File: src/rtl/dout_uart_tx_pkg.sv
// Shared definitions for the Dout/Dval UART transmitter: FSM state
// encodings, frame line levels and the default bit-period divisor.
package dout_uart_tx_pkg;

   typedef enum logic [2:0] {
      ST_IDLE   = 3'd0,
      ST_START  = 3'd1,
      ST_DATA   = 3'd2,
      ST_PARITY = 3'd3,
      ST_STOP   = 3'd4
   } tx_state_t;

   localparam int   DATA_BITS       = 8;
   localparam logic STOP_LEVEL      = 1'b1;
   localparam logic IDLE_LEVEL      = 1'b1;
   localparam int   DEFAULT_DIVISOR = 434;   // 50 MHz / 115200 baud
   localparam int   DEFAULT_CNT_W   = 16;

endpackage

File: src/rtl/dout_uart_tx_baud_tick.sv
// Bit-period counter (the baud_tick block of dout_uart_tx). Counts
// 0..DIVISOR-1 while enabled and pulses tick on the last cycle of each bit.
// clear restarts the period so a new frame always begins on a full bit.
module dout_uart_tx_baud_tick
   import dout_uart_tx_pkg::*;
#(
   parameter int DIVISOR = DEFAULT_DIVISOR,
   parameter int CNT_W   = DEFAULT_CNT_W
) (
   input  logic clk,
   input  logic rst,
   input  logic clear,
   input  logic enable,
   output logic tick
);

   localparam logic [CNT_W-1:0] LAST = CNT_W'(DIVISOR - 1);

   logic [CNT_W-1:0] cnt;

   assign tick = enable && (cnt == LAST);

   // Period counter: held at zero when idle or cleared, wraps on tick.
   always_ff @(posedge clk or posedge rst) begin
      if (rst) begin
         cnt <= '0;
      end else if (clear || !enable || tick) begin
         cnt <= '0;
      end else begin
         cnt <= cnt + 1'b1;
      end
   end

endmodule

File: src/rtl/dout_uart_tx.sv
// UART transmitter hung off the CPU Dout/Dval outputs. Detects each new
// output byte, keeps one byte in a holding register and sends 8N1 frames
// LSB first. Define DOUT_TX_PARITY_EN to insert an even-parity bit (8E1).
module dout_uart_tx
   import dout_uart_tx_pkg::*;
#(
   parameter int DIVISOR = DEFAULT_DIVISOR,
   parameter int CNT_W   = DEFAULT_CNT_W
) (
   input  logic       Clock,
   input  logic       Reset,
   input  logic [7:0] Dout,
   input  logic       Dval,
   output logic       Tx,
   output logic       Busy,
   output logic       Overrun
);

   tx_state_t  state, state_n;
   logic [2:0] bit_idx, bit_idx_n;
   logic [7:0] shifter, shifter_n;
   logic [7:0] hold_byte, hold_byte_n;
   logic       hold_full, hold_full_n;
   logic [7:0] last_byte;
   logic       dval_q;
   logic       overrun_n;
   logic       tx_n;
   logic       load_evt;
   logic       start_frame;
   logic       tick;

   // A new byte: Dval rising, or Dval steady with a different value.
   assign load_evt = Dval && (!dval_q || (Dout != last_byte));

   dout_uart_tx_baud_tick #(
      .DIVISOR (DIVISOR),
      .CNT_W   (CNT_W)
   ) u_baud_tick (
      .clk    (Clock),
      .rst    (Reset),
      .clear  (start_frame),
      .enable (state != ST_IDLE),
      .tick   (tick)
   );

   // Next-state logic: frame sequencing, then routing of a new byte.
   always_comb begin
      state_n     = state;
      bit_idx_n   = bit_idx;
      shifter_n   = shifter;
      hold_byte_n = hold_byte;
      hold_full_n = hold_full;
      overrun_n   = Overrun;
      start_frame = 1'b0;
      case (state)
         ST_IDLE: begin
            // A byte parked while STOP was ending is picked up here.
            if (hold_full) begin
               shifter_n   = hold_byte;
               hold_full_n = 1'b0;
               state_n     = ST_START;
               start_frame = 1'b1;
            end
         end
         ST_START: begin
            if (tick) begin
               state_n   = ST_DATA;
               bit_idx_n = 3'd0;
            end
         end
         ST_DATA: begin
            if (tick) begin
               if (bit_idx == 3'(DATA_BITS - 1)) begin
`ifdef DOUT_TX_PARITY_EN
                  state_n = ST_PARITY;
`else
                  state_n = ST_STOP;
`endif
               end else begin
                  bit_idx_n = bit_idx + 3'd1;
               end
            end
         end
`ifdef DOUT_TX_PARITY_EN
         ST_PARITY: begin
            if (tick) begin
               state_n = ST_STOP;
            end
         end
`endif
         ST_STOP: begin
            if (tick) begin
               if (hold_full) begin
                  // Back-to-back: next START begins on the very next cycle.
                  shifter_n   = hold_byte;
                  hold_full_n = 1'b0;
                  state_n     = ST_START;
                  start_frame = 1'b1;
               end else begin
                  state_n = ST_IDLE;
               end
            end
         end
         default: state_n = ST_IDLE;
      endcase

      // Routing decisions use the occupancy seen before this edge.
      if (load_evt) begin
         if ((state == ST_IDLE) && !hold_full) begin
            shifter_n   = Dout;
            state_n     = ST_START;
            start_frame = 1'b1;
         end else if (!hold_full) begin
            hold_byte_n = Dout;
            hold_full_n = 1'b1;
         end else begin
            overrun_n = 1'b1;
         end
      end
   end

   // Line level for the bit currently being timed; registered into Tx.
   always_comb begin
      tx_n = IDLE_LEVEL;
      case (state)
         ST_START:  tx_n = 1'b0;
         ST_DATA:   tx_n = shifter[bit_idx];
`ifdef DOUT_TX_PARITY_EN
         ST_PARITY: tx_n = ^shifter;
`endif
         ST_STOP:   tx_n = STOP_LEVEL;
         default:   tx_n = IDLE_LEVEL;
      endcase
   end

   // State, buffers, change detector and registered outputs.
   always_ff @(posedge Clock or posedge Reset) begin
      if (Reset) begin
         state     <= ST_IDLE;
         bit_idx   <= 3'd0;
         shifter   <= 8'h00;
         hold_byte <= 8'h00;
         hold_full <= 1'b0;
         last_byte <= 8'h00;
         dval_q    <= 1'b0;
         Overrun   <= 1'b0;
         Busy      <= 1'b0;
         Tx        <= IDLE_LEVEL;
      end else begin
         state     <= state_n;
         bit_idx   <= bit_idx_n;
         shifter   <= shifter_n;
         hold_byte <= hold_byte_n;
         hold_full <= hold_full_n;
         dval_q    <= Dval;
         if (load_evt) begin
            last_byte <= Dout;
         end
         Overrun   <= overrun_n;
         Busy      <= (state != ST_IDLE) || hold_full;
         Tx        <= tx_n;
      end
   end

endmodule

File: config.mk
export PLATFORM = sky130hd
export DESIGN_NAME = dout_uart_tx
export DESIGN_NICKNAME = d
export VERILOG_FILES = /design/src/rtl/dout_uart_tx_pkg.sv /design/src/rtl/dout_uart_tx_baud_tick.sv /design/src/rtl/dout_uart_tx.sv
export SDC_FILE = /design/constraint.sdc
export NUM_CORES = 1
export LEC_CHECK = 0
export CORE_MARGIN = 2
export CORE_UTILIZATION = 35
export DETAILED_ROUTE_END_ITERATION = 7
export PLACE_DENSITY = 0.63
export SYNTH_ARGS = -nofsm -noshare
export SYNTH_HDL_FRONTEND = slang
export SYNTH_SLANG_ARGS = --single-unit
File: constraint.sdc
create_clock -name Clock -period 2.7 [get_ports Clock]
set_clock_uncertainty 0.15 [all_clocks]
set_input_delay 0.54 -clock Clock [delete_from_list [all_inputs] [get_ports Clock]]
set_output_delay 0.54 -clock Clock [all_outputs]
set_load 0.02 [all_outputs]
Word level (Yosys, flattened, before mapping)

Index checks and enable logic that the tools add are counted.

Register bits after elaboration: 51
Input bits: 11
Output and inout bits: 3
Logic and storage cells: 73

Add/subtract/negate cells: 2
$lt $le $gt $ge: 1
Equal/unequal tests: 9
Multiplexer cells: 32
Bitwise gates (word level): 2
Reductions and logical operators: 16

Operators by type and width:

| kind                                                                     | number |
|---|---|
| 8-bit two-way mux                                                        | 4 |
| 3-bit two-way mux                                                        | 10 |
| 16-bit by 1-bit adder with 16-bit output (second input constant)         | 1 |
| 16-bit by 9-bit equality test with 1-bit output (second input constant)  | 1 |
| 16-bit two-way mux                                                       | 1 |
| 8-bit one-hot mux with 2 select lines                                    | 1 |
| 3-bit one-hot mux with 4 select lines                                    | 1 |
| 1-bit two-way mux                                                        | 10 |
| 8-bit inequality test                                                    | 1 |
| 3-bit equality test (second input constant)                              | 2 |
| 1-bit one-hot mux with 2 select lines                                    | 3 |
| 3-bit one-hot mux with 2 select lines                                    | 1 |
| 3-bit AND reduction                                                      | 2 |
| 1-bit logical OR                                                         | 4 |
| 3-bit by 4-bit < comparator with 1-bit output (second input constant)    | 1 |
| 2-bit by 1-bit inequality test with 1-bit output (second input constant) | 2 |
| 4-bit AND reduction                                                      | 1 |
| 3-bit by 1-bit adder with 3-bit output (second input constant)           | 1 |
| 1-bit binary-select mux with 3-bit select                                | 1 |
| 3-bit by 1-bit equality test with 1-bit output (second input constant)   | 1 |
| 3-bit by 2-bit equality test with 1-bit output (second input constant)   | 1 |
| 1-bit logical AND                                                        | 3 |
| 1-bit zero test                                                          | 3 |
| 3-bit zero test                                                          | 1 |
| other kinds (4)                                                          | 5 |

Depth between registers and ports, before layout

Gate-level depths: netlist of the first run.

Depth after elaboration: 9
Mapped depth: 8
Mapped depth without buffers: 7

Modules after synthesis

A second synthesis of the first run with hierarchy kept.

Cell total of the unflattened synthesis: 270
Area total of the unflattened synthesis: 2755.1 µm²

Modules (own cells, without submodules):

| module                 | times used | cells an instance | area each (µm²) | seq. area each (µm²) |
|---|---|---|---|---|
| dout_uart_tx           | 1          | 184               | 1914.3          | 877.1 |
| dout_uart_tx_baud_tick | 1          | 86                | 840.8           | 400.4 |

Least setup slack after synthesis of the first run

No wires, ideal clock.

Path kind: register to register
From: reg u_baud_tick.cnt[2]
To: reg shifter[0]
Setup time: 0.125 ns
Arrival time: 2.084 ns
Data required time: 2.425 ns
Setup slack: 0.341 ns
Stages on the path, launching flop included: 6
Path buffers: 0
Clock period less this slack: 2.359 ns
Cell sequence: dfrtp_1 > or4_4 > nor4_4 > o211ai_4 > mux2_2 > mux2_2

Longest elaborated chain between the ends: 6

Ends and longest elaborated chain:

| item                                                | line                         | RTL |
|---|---|---|
| start: declaration                                  | dout_uart_tx_baud_tick.sv:19 | `logic [CNT_W-1:0] cnt;` |
| start signal: assignment                            | dout_uart_tx_baud_tick.sv:30 | `cnt <= cnt + 1'b1;` |
| 16-bit by 9-bit equality test with 1-bit output (*) | dout_uart_tx_baud_tick.sv:21 | `assign tick = enable && (cnt == LAST);` |
| 1-bit logical AND (*)                               | dout_uart_tx_baud_tick.sv:21 |  |
| 8-bit two-way mux (*)                               | dout_uart_tx.sv:92           | `if (tick) begin` |
| 8-bit one-hot mux with 2 select lines (*)           | dout_uart_tx.sv:55           | `case (state)` |
| 8-bit two-way mux                                   | dout_uart_tx.sv:109          | `if ((state == ST_IDLE) && !hold_full) begin` |
| 8-bit two-way mux (*)                               | dout_uart_tx.sv:108          | `if (load_evt) begin` |
| via shifter_n[0]                                    | dout_uart_tx.sv:21           | `logic [7:0] shifter, shifter_n;` |
| end signal: assignment                              | dout_uart_tx.sv:152          | `shifter <= shifter_n;` |
| end: declaration                                    | dout_uart_tx.sv:21           |  |

Mark *: on every way through the listed nets, which the timed path passes. The rest lies on a longest branch.
A chain may end at the register's enable or synchronous reset.

Final worst setup path of the first run

From: in Dout[0]
To: reg shifter[4]

Longest elaborated chain between the ends: 4

Ends and longest elaborated chain:

| item                  | line                | RTL |
|---|---|---|
| start: declaration    | dout_uart_tx.sv:12  | `input logic [7:0] Dout,` |
| 8-bit inequality test | dout_uart_tx.sv:33  | `assign load_evt = Dval && (!dval_q \|\| (Dout != last_byte));` |
| 1-bit logical OR      | dout_uart_tx.sv:33  |  |
| 1-bit logical AND     | dout_uart_tx.sv:33  |  |
| 8-bit two-way mux     | dout_uart_tx.sv:108 |  |
| via shifter_n[4]      | dout_uart_tx.sv:21  |  |

The timed path passes the listed nets, and every way through them passes these cells.

==> results of run 1 <==
-- power groups by stage --
stage	clock network, W	logic, W	registers [W]
2_1_floorplan	0	0.000191	0.000926
3_3_place_gp	0	0.000242	0.000946
3_5_place_dp	0	0.000248	0.000946
4_1_cts	0.000531	0.000249	0.000931
5_1_grt	0.000564	0.000280	0.000945
6_report	0.000508	0.000245	0.000932
-- placed cells by master, fill, tap and decap left out, types with 2 or more instances in the layout --
cell type	netlist	layout
nand4_1	3	3
mux4_2	2	2
nand2_1	11	11
dfrtp_1	50	50
ha_1	4	4
nor3_1	4	4
xnor2_1	7	7
nor2b_1	2	2
a21o_1	2	2
clkdlybuf4s50_1	0	13
a22o_1	2	2
buf_4	0	9
and3_1	2	2
xor2_1	15	15
nor2_1	25	25
or2_2	2	2
nand3_1	8	8
inv_1	4	3
clkbuf_1	2	2
clkbuf_8	0	5
mux2_2	33	33
-- layer usage --
layer / GRT usage / vias to the layer above
met5: 0 / -
met4: 0.0462 / 0
met3: 0.0199 / 5
met2: 0.186 / 16
met1: 0.167 / 784
li1: - / 741
-- worst max path at each step --
| stage | endpoint | depth (start not counted) | slack (ps) |
|---|---|---|---|
| 3_3_place_gp | shifter[1]$_DFF_PP0_ | 7 | 80 |
| 5_1_grt | bit_idx[0]$_DFFE_PP0P_ | 6 | 150 |
| 3_5_place_dp | shifter[4]$_DFF_PP0_ | 7 | -10 |
| 6_report | shifter[4]$_DFF_PP0_ | 7 | 260 |
| 2_1_floorplan | shifter[0]$_DFF_PP0_ | 5 | 340 |
| 4_1_cts | bit_idx[0]$_DFFE_PP0P_ | 6 | 290 |
-- stage by stage --
stage	cells	setup WS, ps	util
after CTS	306	288	0.419
after floorplan	200	341	-
after global routing	306	151	0.419
final	306	259	0.419
after detailed placement	298	-12.1	0.403
after global placement	298	78.6	0.403
-- state kept, by name, indices dropped and copies added, names as in the netlist --
register	flops
shifter	8
last_byte	8
state	3
Tx	1
hold_byte	8
bit_idx	3
Busy	1
hold_full	1
u_baud_tick.cnt	16
dval_q	1
Overrun	1
-- final cells by class --
cell class / count / area (µm²)
inverters: 4 / 15.0
clock buffers: 7 / 76.3
clock inverters: 1 / 30.0
repair buffers: 23 / 218
multi-input cells: 140 / 1110
fillers: 641 / 3930
flip-flops and latches: 51 / 1280
well taps: 80 / 100
-- cell usage after synthesis, drive strengths merged, types with 3 or more instances --
library cell	instances
dfrtp	50
mux2	33
nor2	25
xor2	15
nand2	11
nand3	8
xnor2	7
ha	4
inv	4
nor3	4
clkbuf	3
nand4	3
-- cells by family (layout without fill, tap and decap cells) --
kind of cell,count (synthesis),after routing,synth area share
muxes,36,36,0.175
adders and majority gates,4,4,0.0206
AOI/OAI and AO/OA,11,11,0.0396
xor gates and xnor gates,22,22,0.0792
and+or+nand+nor,67,67,0.142
DFF,51,51,0.525
buffers and inverters,9,35,0.0180
==> results.tsv, run 1 <==
metric	value	unit
period utilization	0.904	
CP cell instances	clkdlybuf4s50_1 > xor2_1 > nor4_1 > nand4_1 > and4b_1 > buf_4 > mux2_2	
drt drc	0	
Routed Wire Length	4180	µm
Hold Path Origin	Overrun$_DFFE_PP0P_	
Die X	87.4	µm
Cell Int Power	0.00127	W
WHS Endpoint	Overrun$_DFFE_PP0P_	
Comb pwr share	0.145	
Final Hold Vio Count	0	
Min-Delay Path Class	flip-flop to flip-flop	
setup_tns	0	ps
Slew headroom	0.659	
crit path buf inv count	2	
max-cap violations	0	
Pre-antenna DRT Iters	4	
clock-pin slew on the worst setup and hold paths	80	ps
vias in the first global route	1492	
Worst path slowest cell	clkdlybuf4s50_1	
setup violators final	0	
nets	240	
cts repair resizes	0	
family with the most delay on the worst path	simple AND/OR/NAND/NOR gates	
Port Buf Inserts	13	
final critical-path required period	2440	ps
grt ovf	0	
Final GP Congestion	0.795	
Root Driver	clkbuf_8	
CP Class	input pin to flip-flop	
routed len/inst	13.6	µm
Post-CTS Setup Repair Bufs	0	
row cnt	30	
final instance area	2830	µm²
first-pass GRT wire length	7170	µm
status	complete, no violations	
WP data arrival	2470	ps
placed instance area	2720	µm²
CP Capture Type	flip-flop	
diode count	0	
Worst-Margin Slew	508	ps
Mapped Avg Cell Area	12.2	µm²
met1 WL	2020	µm
Reg power frac	0.553	
P per Cell Area	596	nW/µm²
WL met3	63	µm
Via density	5.05	
#FFs+latches synth	51	
# H-tree levels	2	
Leak	1.25	nW
RSZ-0062 raised after global routing	false	
Synth cell types	40	
CP Launch Type	input pin	
Clock power frac	0.302	
reg2reg setup slack	310	ps
Max Clock Freq	0.410	GHz
wire length on met2	2010	µm
ys async rst share	1.00	
Syn-to-layout area delta	16.3	%
antenna violations before repair	0	
area leader, netlist	dfrtp_1	
core area	6760	µm²
syn nets	215	
Boundary Pins	14	
layout cell share with drive strength beyond 1	0.265	
Power, Total	0.00169	W
Starting Density	0.360	
TritonCTS buffer count	5	
Iter 0 DRT Violations	51	
Critical Path Start	Dout[0]	
CP max stage delay	460	ps
DP HPWL	3090	µm
R2R Path End	shifter[3]$_DFF_PP0_	
CTS sink cnt	51	
die area	7630	µm²
WP data required	2730	ps
CTS Hold Bufs	0	
Seq/Total Area, Yosys	0.525	
clock buffer depth	2	
Crit Path Max Fanout	5	
FF-to-FF Start	u_baud_tick.cnt[2]$_DFF_PP0_	
Synth Cell Area	2430	µm²
dominant synthesized flop cell	dfrtp_1	
Fin Hold WS	332	ps
TritonCTS clock tree	yes	
FF-to-FF path depth	5	
switching share of power	0.247	
worst hold path cell count	1	
Skew-Pair Late Insertion Delay	300	ps
Synth area leaders	dfrtp_1 (51%), mux2_2 (15%), xor2_1 (5.4%)	
Final Max Slew Viols	0	
GRT Total Usage	0.120	
Post-synth EDFFs	0	
largest net degree at the start of global routing	52	
Mapped Cells	200	
Yosys top cell area share	0.514	
Synthesis Warnings	0	
sw power	0.000416	W
Final ANT Viol Nets	0	
die height	87.4	µm
Vias	1546	
Highest Signal Layer	met4	
maximum vdd drop	0.000274	V
Power figures use the tool's default switching activity.
==> run 2: changes to the inputs <==
Clock period 2.7 ns to 2.45 ns, I/O delays scaled along.
==> results.tsv, run 2 (synthesized netlist as in run 1, its figures left out) <==
metric	value	unit
status	complete, no violations	
layout cell share with drive strength beyond 1	0.311	
Slew headroom	0.640	
Skew-Pair Late Insertion Delay	300	ps
TritonCTS clock tree	yes	
Routed Wire Length	4250	µm
final critical-path required period	2410	ps
grt ovf	0	
die height	87.4	µm
Final ANT Viol Nets	0	
Final Max Slew Viols	0	
Vias	1548	
clock buffer depth	2	
# H-tree levels	2	
Via density	4.87	
Min-Delay Path Class	flip-flop to flip-flop	
Syn-to-layout area delta	19.7	%
setup violators final	0	
vias in the first global route	1475	
Post-Route Utilization	0.431	
Crit Path Max Fanout	8	
maximum vdd drop	0.000341	V
P per Cell Area	633	nW/µm²
sw power	0.000483	W
setup_tns	0	ps
antenna violations before repair	0	
WP data arrival	2450	ps
Leak	1.31	nW
max-cap violations	0	
Root Driver	clkbuf_8	
diode count	0	
most frequent cells in the layout	dfrtp_1 (50), mux2_2 (32), nor2_1 (25)	
RSZ-0062 raised after global routing	true	
Worst-Margin Slew	535	ps
Final Hold Vio Count	0	
largest reg by FF count	u_baud_tick.cnt	
GRT Total Usage	0.125	
Pre-antenna DRT Iters	4	
Max Clock Freq	0.415	GHz
DP Worst Slack	-84.8	ps
Iter 0 DRT Violations	45	
WP data required	2490	ps
nets	252	
DP HPWL	3070	µm
Comb pwr share	0.183	
Die X	87.4	µm
placed instance area	2800	µm²
routed len/inst	13.4	µm
Boundary Pins	14	
CP Launch Type	flip-flop	
Port Buf Inserts	13	
clock-pin slew on the worst setup and hold paths	90	ps
final instance area	2910	µm²
commonest non-fill, non-tap cell in the layout	dfrtp_1	
CTS Hold Bufs	0	
Cell Int Power	0.00136	W
core area	6760	µm²
period utilization	0.983	
die area	7630	µm²
max reg flops	16	
Reg power frac	0.547	
Starting Density	0.360	
drt drc	0	
CP Class	flip-flop to flip-flop	
Final GP Congestion	0.770	
Fin Hold WS	338	ps
CTS sink cnt	51	
setup ws final	42.2	ps
first-pass GRT wire length	7250	µm
switching share of power	0.262	
Clock power frac	0.270	
row cnt	30	
CP Capture Type	flip-flop	
TritonCTS buffer count	5	
largest net degree at the start of global routing	52	
run 2: layer usage:
metal | GRT usage | share of wire
met1 | 0.186 | 0.52
met2 | 0.178 | 0.44
met3 | 0.0227 | 0.016
met4 | 0.0503 | 0.017
met5 | 0 | 0
run 2: layout make-up:
| cell class | count | area, µm² |
|---|---|---|
| clock buffer | 7 | 86.3 |
| clock inverter | 1 | 5.00 |
| fill | 651 | 3840 |
| inverter | 4 | 15.0 |
| multi-input combinational | 140 | 1120 |
| sequential | 51 | 1280 |
| tap | 80 | 100 |
| timing repair buffer | 35 | 308 |
run 2: timing repair:
action / in CTS / in global routing
resized for setup: 0 / 3
buffers inserted: 0 / 1
setup endpoints to repair: 0 / 8
run 2: critical path, stage by stage, from the launching register on:
cell and delay [ps]:
dfrtp_1 390, inv_1 60, ha_2 160, or3b_4 380
nor4_4 370, o211ai_4 200, mux2_4 330, mux2_2 250
run 2: power groups by stage:
stage	logic (W)	clock network [W]	registers, W
after floorplan	0.000211	0	0.00102
after global placement	0.000330	0	0.00102
after detailed placement	0.000340	0	0.00102
after CTS	0.000341	0.000519	0.00101
after global routing	0.000380	0.000556	0.00103
final	0.000338	0.000497	0.00101
run 2: metrics by stage:
step	total power (W)	instances
3_3_place_gp	0.00135	309
3_5_place_dp	0.00136	309
6_report	0.00184	318
2_1_floorplan	0.00123	200
5_1_grt	0.00196	318
4_1_cts	0.00187	317
run 2: path summary, 6_finish.rpt:
check	to	depth (start not counted)	slack, ps	startpoint
setup / recovery	shifter[6]$_DFF_PP0_	7	40	u_baud_tick.cnt[1]$_DFF_PP0_
hold / removal	Overrun$_DFFE_PP0P_	1	340	Overrun$_DFFE_PP0P_
setup reg to reg	shifter[6]$_DFF_PP0_	7	40	u_baud_tick.cnt[1]$_DFF_PP0_
hold reg to reg	Overrun$_DFFE_PP0P_	1	340	Overrun$_DFFE_PP0P_
max in group asynchronous	Tx$_DFF_PP1_	3	1480	Reset
min in group asynchronous	u_baud_tick.cnt[13]$_DFF_PP0_	3	390	Reset
==> run 3: changes to the inputs <==
Settings changed: CELL_PAD_IN_SITES_DETAIL_PLACEMENT set to 1, CELL_PAD_IN_SITES_GLOBAL_PLACEMENT set to 2, CTS_BUF_LIST set to sky130_fd_sc_hd__clkbuf_4 sky130_fd_sc_hd__clkbuf_8, PLACE_DENSITY 0.63 to 0.8.
==> results.tsv, run 3 (synthesized netlist as in run 1, its figures left out) <==
metric	value	unit
status	complete, no violations	
Clock power frac	0.343	
Final Hold Vio Count	0	
antenna violations before repair	0	
max reg flops	16	
Max Clock Freq	0.416	GHz
final critical-path required period	2400	ps
GRT Total Usage	0.153	
family with the most delay on the worst path	simple AND/OR/NAND/NOR gates	
R2R Path End	shifter[5]$_DFF_PP0_	
layout cell share with drive strength beyond 1	0.305	
max-cap violations	0	
crit path buf inv count	0	
FF-to-FF path depth	5	
Via density	5.11	
Comb pwr share	0.165	
RSZ-0062 raised after global routing	true	
Min-Delay Path Class	input pin to asynchronous set/reset pin	
Worst-Margin Slew	651	ps
placed instance area	2800	µm²
Cell Int Power	0.00155	W
Leak	1.33	nW
Die X	87.4	µm
maximum vdd drop	0.000327	V
largest net degree at the start of global routing	35	
WP data required	2510	ps
period utilization	0.980	
clock buffer depth	2	
nets	250	
WP data arrival	2460	ps
first-pass GRT wire length	8890	µm
CP max stage delay	580	ps
Skew-Pair Late Insertion Delay	320	ps
FF-to-FF Start	u_baud_tick.cnt[3]$_DFF_PP0_	
Syn-to-layout area delta	21.3	%
Final ANT Viol Nets	0	
P per Cell Area	699	nW/µm²
Root Driver	clkbuf_8	
Boundary Pins	14	
Crit Path Max Fanout	8	
clock-pin slew on the worst setup and hold paths	100	ps
CP Class	flip-flop to flip-flop	
commonest non-fill, non-tap cell in the layout	dfrtp_1	
DP HPWL	3800	µm
# H-tree levels	2	
grt ovf	0	
Final GP Congestion	0.718	
Worst path slowest cell	or4_1	
routed len/inst	16.1	µm
reg2reg setup slack	50	ps
most frequent cells in the layout	dfrtp_1 (50), mux2_2 (32), nor2_1 (25)	
CP Capture Type	flip-flop	
CTS Hold Bufs	0	
TritonCTS clock tree	yes	
diode count	0	
die area	7630	µm²
drt drc	0	
sw power	0.000512	W
CP Launch Type	flip-flop	
Final Max Slew Viols	0	
Starting Density	0.360	
CP cell instances	or4_1 > nor4_4 > o211ai_4 > mux2_4 > mux2_2	
core area	6760	µm²
Routed Wire Length	5080	µm
largest reg by FF count	u_baud_tick.cnt	
Slew headroom	0.563	
TritonCTS buffer count	5	
die height	87.4	µm
Vias	1615	
Fin Hold WS	325	ps
final instance area	2950	µm²
switching share of power	0.248	
Fillers	754	
Iter 0 DRT Violations	49	
Port Buf Inserts	13	
vias in the first global route	1733	
Pre-antenna DRT Iters	3	
Reg power frac	0.492	
CTS sink cnt	51	
row cnt	30	
setup violators final	0	
Power, Total	0.00206	W
## run 3: cell types whose count changed in the layout (fill, tap and decap cells not counted)
cell       before  now
buf_12          1    2
buf_4          21   18
bufinv_16       0    2
clkbuf_1        1    0
clkbuf_4        0    1
clkbuf_8        6    5
clkinv_2        1    0
ha_1            3    4
ha_2            1    0
## run 3: what timing repair did
action,in CTS,in global routing
resized for setup,0,2
setup buffers,0,1
setup endpoints to repair,0,4
endpoints found under the hold margin,0,0
## run 3: routing by layer
| layer | vias to the layer above | wire length (µm) | GRT usage |
|---|---|---|---|
| li1 | 767 | - | - |
| met4 | 0 | 84 | 0.0545 |
| met5 | - | 0 | 0 |
| met1 | 828 | 2460 | 0.220 |
| met3 | 6 | 108 | 0.0322 |
| met2 | 14 | 2430 | 0.227 |
## run 3: final cells by class
cell class                 count  area, µm²  share of cell area
sequential                    51       1280               0.433
multi-input combinational    140       1120               0.379
timing repair buffer          33        305               0.103
tap                           80        100              0.0339
clock buffer                   6       76.3              0.0259
clock inverter                 2       60.1              0.0203
inverter                       4       15.0             0.00509
## run 3: power by group through the flow
| stage | registers, W | logic [W] | clock network, W |
|---|---|---|---|
| 3_3_place_gp | 0.00103 | 0.000326 | 0 |
| 4_1_cts | 0.00101 | 0.000344 | 0.000724 |
| 6_report | 0.00102 | 0.000339 | 0.000708 |
| 5_1_grt | 0.00103 | 0.000376 | 0.000762 |
| 2_1_floorplan | 0.00102 | 0.000211 | 0 |
| 3_5_place_dp | 0.00103 | 0.000344 | 0 |
## run 3: stage by stage
| step | instances | util | setup slack (ps) | TNS (ps) |
|---|---|---|---|---|
| after floorplan | 200 | - | 91.1 | 0 |
| after global placement | 307 | 0.415 | -50.7 | -546 |
| after detailed placement | 307 | 0.415 | -154 | -2170 |
| after CTS | 315 | 0.435 | 48.3 | 0 |
| after global routing | 316 | 0.437 | -9.26 | -9.26 |
| final | 316 | 0.437 | 48.0 | 0 |
## run 3: how the worst max path moves through the flow
stage | slack [ps] | start | to | depth (start not counted)
2_1_floorplan | 90 | u_baud_tick.cnt[2]$_DFF_PP0_ | shifter[0]$_DFF_PP0_ | 5
3_3_place_gp | -50 | Dout[2] | shifter[4]$_DFF_PP0_ | 7
3_5_place_dp | -150 | Dout[2] | shifter[0]$_DFF_PP0_ | 7
4_1_cts | 50 | u_baud_tick.cnt[14]$_DFF_PP0_ | shifter[0]$_DFF_PP0_ | 5
5_1_grt | -9 | u_baud_tick.cnt[14]$_DFF_PP0_ | shifter[5]$_DFF_PP0_ | 5
6_report | 50 | u_baud_tick.cnt[3]$_DFF_PP0_ | shifter[5]$_DFF_PP0_ | 5
## run 3: worst register-to-register path: cells and delay by family, from the launching register on
| family | cells | cell delay [ps] |
|---|---|---|
| compound gates | 1 | 190 |
| flops | 1 | 400 |
| mux | 2 | 600 |
| simple gates | 2 | 950 |
